File: src/rtl/codificador_pkg.sv
// Shared constants for the sequential BCD code converter: mode encodings,
// FSM state encoding, digit width and the fill value for invalid digits.
package codificador_pkg;

  localparam int unsigned DIGIT_W = 4;
  localparam int unsigned MODE_W  = 2;

  localparam logic [MODE_W-1:0] MODE_XS3  = 2'd0;
  localparam logic [MODE_W-1:0] MODE_GRAY = 2'd1;
  localparam logic [MODE_W-1:0] MODE_2421 = 2'd2;
  localparam logic [MODE_W-1:0] MODE_PASS = 2'd3;

  localparam logic [DIGIT_W-1:0] INVALID_FILL = 4'h0;

  typedef enum logic [1:0] {
    S_IDLE    = 2'd0,
    S_CONVERT = 2'd1,
    S_HOLD    = 2'd2
  } state_t;

endpackage

File: src/rtl/codificador_bcd_seq_if.sv
// Word-level handshake bundle for codificador_bcd_seq: input word/mode with
// valid/ready, converted word plus per-digit error flags with valid/ready.
interface codificador_bcd_seq_if
  import codificador_pkg::*;
#(
  parameter int unsigned DIGITS = 4
);
  localparam int unsigned W = DIGIT_W * DIGITS;

  logic [MODE_W-1:0] mode;
  logic [W-1:0]      in_data;
  logic              in_valid;
  logic              in_ready;
  logic [W-1:0]      out_data;
  logic [DIGITS-1:0] out_err;
  logic              out_valid;
  logic              out_ready;

  modport master (
    output mode, in_data, in_valid, out_ready,
    input  in_ready, out_data, out_err, out_valid
  );

  modport slave (
    input  mode, in_data, in_valid, out_ready,
    output in_ready, out_data, out_err, out_valid
  );

endinterface

File: src/rtl/codificador_digito.sv
// Combinational single-digit converter: BCD digit to Excess-3, Gray,
// Aiken 2421 or passthrough; digits above 9 give INVALID_FILL and err_c.
module codificador_digito
  import codificador_pkg::*;
(
  input  logic [DIGIT_W-1:0] digit,
  input  logic [MODE_W-1:0]  mode,
  output logic [DIGIT_W-1:0] code_c,
  output logic               err_c
);

  always_comb begin
    code_c = INVALID_FILL;
    err_c  = 1'b0;
    if (digit > 4'd9) begin
      err_c = 1'b1;
    end else begin
      case (mode)
        MODE_XS3:  code_c = digit + 4'd3;
        MODE_GRAY: code_c = digit ^ (digit >> 1);
        MODE_2421: code_c = (digit <= 4'd4) ? digit : digit + 4'd6;
        default:   code_c = digit;
      endcase
    end
  end

endmodule

File: src/rtl/codificador_bcd_seq.sv
// Multi-digit BCD code converter, one digit per clock, valid/ready on both sides.
// Optional saturating error-word counter enabled by CODIFICADOR_ERR_CNT_EN.
module codificador_bcd_seq
  import codificador_pkg::*;
#(
  parameter int unsigned DIGITS = 4
`ifdef CODIFICADOR_ERR_CNT_EN
  ,
  parameter int unsigned ERR_CNT_W = 8
`endif
) (
  input  logic                  clk,
  input  logic                  rst_n,
  input  logic                  clear,
  codificador_bcd_seq_if.slave  bus
`ifdef CODIFICADOR_ERR_CNT_EN
  ,
  output logic [ERR_CNT_W-1:0]  err_count
`endif
);

  localparam int unsigned W     = DIGIT_W * DIGITS;
  localparam int unsigned IDX_W = (DIGITS > 1) ? $clog2(DIGITS) : 1;
  localparam logic [IDX_W-1:0] LAST_IDX = IDX_W'(DIGITS - 1);

  state_t            state;
  state_t            state_nxt;
  logic [W-1:0]      word_q;
  logic [MODE_W-1:0] mode_q;
  logic [IDX_W-1:0]  idx;

  logic               accept_c;
  logic               last_c;
  logic [DIGIT_W-1:0] cur_digit_c;
  logic [DIGIT_W-1:0] code_c;
  logic               err_c;

  assign accept_c    = bus.in_ready & bus.in_valid & ~clear;
  assign last_c      = (idx == LAST_IDX);
  assign cur_digit_c = word_q[{idx, 2'b00} +: DIGIT_W];

  codificador_digito u_digito (
    .digit  (cur_digit_c),
    .mode   (mode_q),
    .code_c (code_c),
    .err_c  (err_c)
  );

  // Next-state logic; clear overrides every transition.
  always_comb begin
    state_nxt = state;
    if (clear) begin
      state_nxt = S_IDLE;
    end else begin
      case (state)
        S_IDLE:    if (accept_c)      state_nxt = S_CONVERT;
        S_CONVERT: if (last_c)        state_nxt = S_HOLD;
        S_HOLD:    if (bus.out_ready) state_nxt = S_IDLE;
        default:                      state_nxt = S_IDLE;
      endcase
    end
  end

  always_ff @(posedge clk or negedge rst_n) begin
    if (!rst_n) state <= S_IDLE;
    else        state <= state_nxt;
  end

  // Handshake flags are registered copies of the upcoming state.
  always_ff @(posedge clk or negedge rst_n) begin
    if (!rst_n) begin
      bus.in_ready  <= 1'b1;
      bus.out_valid <= 1'b0;
    end else begin
      bus.in_ready  <= (state_nxt == S_IDLE);
      bus.out_valid <= (state_nxt == S_HOLD);
    end
  end

  // Word/mode capture, index counter and result assembly.
  always_ff @(posedge clk or negedge rst_n) begin
    if (!rst_n) begin
      word_q       <= '0;
      mode_q       <= MODE_XS3;
      idx          <= '0;
      bus.out_data <= '0;
      bus.out_err  <= '0;
    end else if (clear) begin
      idx          <= '0;
      bus.out_data <= '0;
      bus.out_err  <= '0;
    end else begin
      case (state)
        S_IDLE: begin
          if (accept_c) begin
            word_q       <= bus.in_data;
            mode_q       <= bus.mode;
            idx          <= '0;
            bus.out_data <= '0;
            bus.out_err  <= '0;
          end
        end
        S_CONVERT: begin
          bus.out_data[{idx, 2'b00} +: DIGIT_W] <= code_c;
          bus.out_err[idx]                      <= err_c;
          if (!last_c) idx <= idx + IDX_W'(1);
        end
        default: ;
      endcase
    end
  end

`ifdef CODIFICADOR_ERR_CNT_EN
  // Counts delivered words carrying at least one invalid digit, saturating.
  always_ff @(posedge clk or negedge rst_n) begin
    if (!rst_n) begin
      err_count <= '0;
    end else if (clear) begin
      err_count <= '0;
    end else if (bus.out_valid && bus.out_ready && (|bus.out_err)
                 && (err_count != {ERR_CNT_W{1'b1}})) begin
      err_count <= err_count + ERR_CNT_W'(1);
    end
  end
`endif

endmodule

File: src/flat_wrapper.sv
// flat-port wrapper written by rule: the top's interface ports become plain ports
module codificador_bcd_seq_flat import codificador_pkg::*;
#(
  parameter int unsigned DIGITS = 4

)
  (clk, rst_n, clear, bus_mode, bus_in_data, bus_in_valid, bus_out_ready, bus_in_ready, bus_out_data, bus_out_err, bus_out_valid);
  codificador_bcd_seq_if #(.DIGITS(DIGITS)) bus_i ();
  input  logic clk;
  input  logic rst_n;
  input  logic clear;
  input wire logic [$bits(bus_i.mode)-1:0] bus_mode;
  input wire logic [$bits(bus_i.in_data)-1:0] bus_in_data;
  input wire logic [$bits(bus_i.in_valid)-1:0] bus_in_valid;
  input wire logic [$bits(bus_i.out_ready)-1:0] bus_out_ready;
  output wire logic [$bits(bus_i.in_ready)-1:0] bus_in_ready;
  output wire logic [$bits(bus_i.out_data)-1:0] bus_out_data;
  output wire logic [$bits(bus_i.out_err)-1:0] bus_out_err;
  output wire logic [$bits(bus_i.out_valid)-1:0] bus_out_valid;
  assign bus_i.mode = bus_mode;
  assign bus_i.in_data = bus_in_data;
  assign bus_i.in_valid = bus_in_valid;
  assign bus_i.out_ready = bus_out_ready;
  assign bus_in_ready = bus_i.in_ready;
  assign bus_out_data = bus_i.out_data;
  assign bus_out_err = bus_i.out_err;
  assign bus_out_valid = bus_i.out_valid;
  codificador_bcd_seq #(.DIGITS(DIGITS)) u_core (.clk(clk), .rst_n(rst_n), .clear(clear), .bus(bus_i));
endmodule
File: config.mk
export PLATFORM = sky130hd
export DESIGN_NAME = codificador_bcd_seq_flat
export DESIGN_NICKNAME = d
export VERILOG_FILES = /design/src/rtl/codificador_pkg.sv /design/src/rtl/codificador_bcd_seq_if.sv /design/src/rtl/codificador_digito.sv /design/src/rtl/codificador_bcd_seq.sv /design/src/flat_wrapper.sv
export SDC_FILE = /design/constraint.sdc
export NUM_CORES = 1
export LEC_CHECK = 0
export ABC_AREA = 1
export ABC_CLOCK_PERIOD_IN_PS = 2700
export BUFFER_PORTS_ARGS = -buffer_cell sky130_fd_sc_hd__clkbuf_2
export CORE_MARGIN = 2
export CORE_UTILIZATION = 55
export DETAILED_ROUTE_END_ITERATION = 6
export PLACE_DENSITY = 0.89
export SETUP_SLACK_MARGIN = 0.02
export SLEW_MARGIN = 25
export SYNTH_ARGS = -nofsm -noshare
export SYNTH_HDL_FRONTEND = slang
export SYNTH_HIERARCHICAL = 1
export SYNTH_SLANG_ARGS = --single-unit
File: constraint.sdc
create_clock -name clk -period 2.7 [get_ports clk]
set_input_delay 0 -clock clk [delete_from_list [all_inputs] [get_ports clk]]
set_output_delay 0 -clock clk [all_outputs]
set_load 0.1 [all_outputs]
==> qor.yml <==
timing:
  skew_ps: 11.2
  finalSetupViolCount: 0
  fin_ws_ps: 253
  worst_slew_pin_slew_ps: 575
  period_minus_slack_ps: 2450
  slew_headroom_pct: 61.6
  hold_viol: 0
  finalCritPeriodShare_pct: 90.6
  fmax_ghz: 0.409
  maxSlewViolCount: 0
floorplan:
  ios: 45
  rows: 24
  start_util_pct: 57.7
  core-area_mm2: 0.00441
  die_x_um: 72.0
  die_h_um: 72.0
  die_area_mm2: 0.00519
worst_setup_path:
  cp.arrival_ps: 2700
  crit_path_max_fanout: 10
  worstSetupStartpointType: "flop"
  crit_type: "reg -> reg"
  crit_path_end_kind: "flop"
  cp_data_required_time_ps: 2950
placed_design:
  place_hpwl_mm: 3.84
  place.gp.congestion: 0.932
  portBuffers: 44
  dp.cells: 430
  dp_slack_ps: 160
  placed_cell_area_mm2: 0.00281
clock_network:
  clk_latency_ps: 300
  cts_tree: "done"
  cts_sinks: 44
  cts-htree-levels: 2
  clock_path_buffers: 2
  cts_buffers: 5
  cts_root_buffer: "clkbuf_8"
  cts.clk_slew.worst_paths_ps: 90
power:
  finalPower_uw: 2270
  ir_drop_mv: 0.379
  p_leak_uw: 0.00178
  power_density_mw_per_mm2: 725
detailed_routing:
  drtIter0Drc: 209
  wirelength_mm: 5.57
  vias: 2321
  wire_per_inst_um: 12.2
  drc: 0
  via_per_inst: 5.07
  dr.pass1.iters: 4
  antenna_left: 0
yosys:
  synth.top_cell.area_share_pct: 42.3
  synth_top_cell_by_area: "dfrtp_1"
  synth_nets: 372
  ys_top_cells_by_area: "dfrtp_1, nand2_1, ha_1, inv_1, nand3_1"
  synth_area_per_cell_um2: 7.60
  ys_types: 26
  synth-seq-cells: 44
  seq_area_frac_synth_pct: 43.3
  syn_area_mm2: 0.00255
  ys_warn_count: 6
  synthCells: 335
global_route:
  grt_max_degree: 45
  grt_pass1_wl_mm: 9.49
  grt_pass1_vias: 2214
  overflow: 0
  antenna_found_initial: 0
  grtUsageTotal_pct: 23.2
worst_hold_path:
  hp-class: "in -> reg"
final_layout:
  diodes: 0
  n_fill_cell: 359
  finalNetCount: 442
  drive_above_1_share_pct: 19.2
  final_common_cell: "nand2_1"
  area_delta_synth_final_pct: 23.0
  fin_cells: 458
  final_area_mm2: 0.00313
  mostFrequentLayoutCells: "nand2_1, clkbuf_2, dfrtp_1"
  multiInputGateArea_mm2: 0.00121
  seq_area_mm2: 0.00110
  final_util_pct: 70.9
flow_run:
  cap_violations: 0
run_status:
  status: "completed"
## power by group
part | total [µW] | switching [µW] | leakage (µW) | internal [µW]
clock | 494 | 220 | 0.0000552 | 275
combinational | 933 | 612 | 0.00115 | 321
sequential | 843 | 84.5 | 0.000581 | 758
total | 2270 | 916 | 0.00178 | 1350
## path summary, 6_finish.rpt
kind	from	end	slack (ps)	cells past startpoint
setup / recovery	u_core/idx[0]$_DFFE_PN0P_	u_core/bus.out_data[15]$_DFFE_PN0P_	250	15
setup reg to reg	u_core/idx[0]$_DFFE_PN0P_	u_core/bus.out_data[15]$_DFFE_PN0P_	250	15
min in group asynchronous	rst_n	u_core/bus.out_err[2]$_DFFE_PN0P_	260	2
hold / removal	clear	u_core/state[1]$_DFF_PN0_	80	4
hold reg to reg	u_core/bus.out_data[12]$_DFFE_PN0P_	u_core/bus.out_data[12]$_DFFE_PN0P_	470	2
max in group asynchronous	rst_n	u_core/word_q[5]$_DFFE_PN0P_	2050	2
## synth_stat cells (all sizes together)
cell,n
nand2,114
nand3,29
dfrtp,43
dfstp,1
a21oi,5
buf,8
nor2,36
o22ai,4
inv,44
or2,1
o21ai,33
clkinv,1
nand3b,1
ha,14
nor3,1
## through the flow
step | hold slack [ps] | setup TNS (ps)
after floorplan | -296 | 0
after global placement | 210 | 0
after detailed placement | 65.7 | 0
after CTS | 71.2 | 0
after global routing | 103 | -78.5
final | 77.2 | 0
## metal layers
layer	share of wire, %	track usage [%]	up-vias	wire (µm)
met4	2.5	7.34	0	138
met5	0	0	-	0
met1	42	28.1	1037	2330
li1	-	-	1186	-
met2	50	41.3	83	2790
met3	5.5	5.00	15	307
## area by class of cell
type                       count  area share (%)
sequential                    44            35.2
clock buffer                   6            2.32
inverter                      45            5.39
timing repair buffer          71            15.2
clock inverter                 2            1.12
tap                           52            2.08
multi-input combinational    238            38.7
## timing repair
| item | 4_1_cts | 5_1_grt |
|---|---|---|
| endpoints found under the hold margin | 64 | 0 |
| setup buffers | 0 | 0 |
| endpoints found under the setup margin | 0 | 10 |
| resized for setup | 0 | 5 |
| hold buffers | 20 | 0 |
## worst max-delay path, cell delays in order (launching register included)
cell and delay (ps):
dfrtp_1 490, inv_2 120, o21ai_0 300, o22ai_2 190, inv_1 110, ha_1 200, inv_1 70, nand2_1 110
nand2_1 80, nand3_1 80, nand3_1 70, nor2_1 200, nand3_1 130, nor2_1 120, nand2_1 70, nand2_1 70
## logic make-up after synthesis
family                     after synthesis  share of synthesized area [%]
and+or+nand+nor                        182                           31.5
buffers and inverters                   53                           9.73
DFF                                     44                           43.3
AOI/OAI and AO/OA                       42                           8.60
adders and majority gates               14                           6.88
## flip-flops by register name, indices dropped and copies added, names as in the netlist
register / count
u_core/idx: 2
u_core/bus.out_data: 16
u_core/word_q: 16
u_core/bus.out_valid: 1
u_core/state: 2
u_core/mode_q: 2
u_core/bus.in_ready: 1
u_core/bus.out_err: 4
No activity file was read; power rests on OpenSTA's default activity.
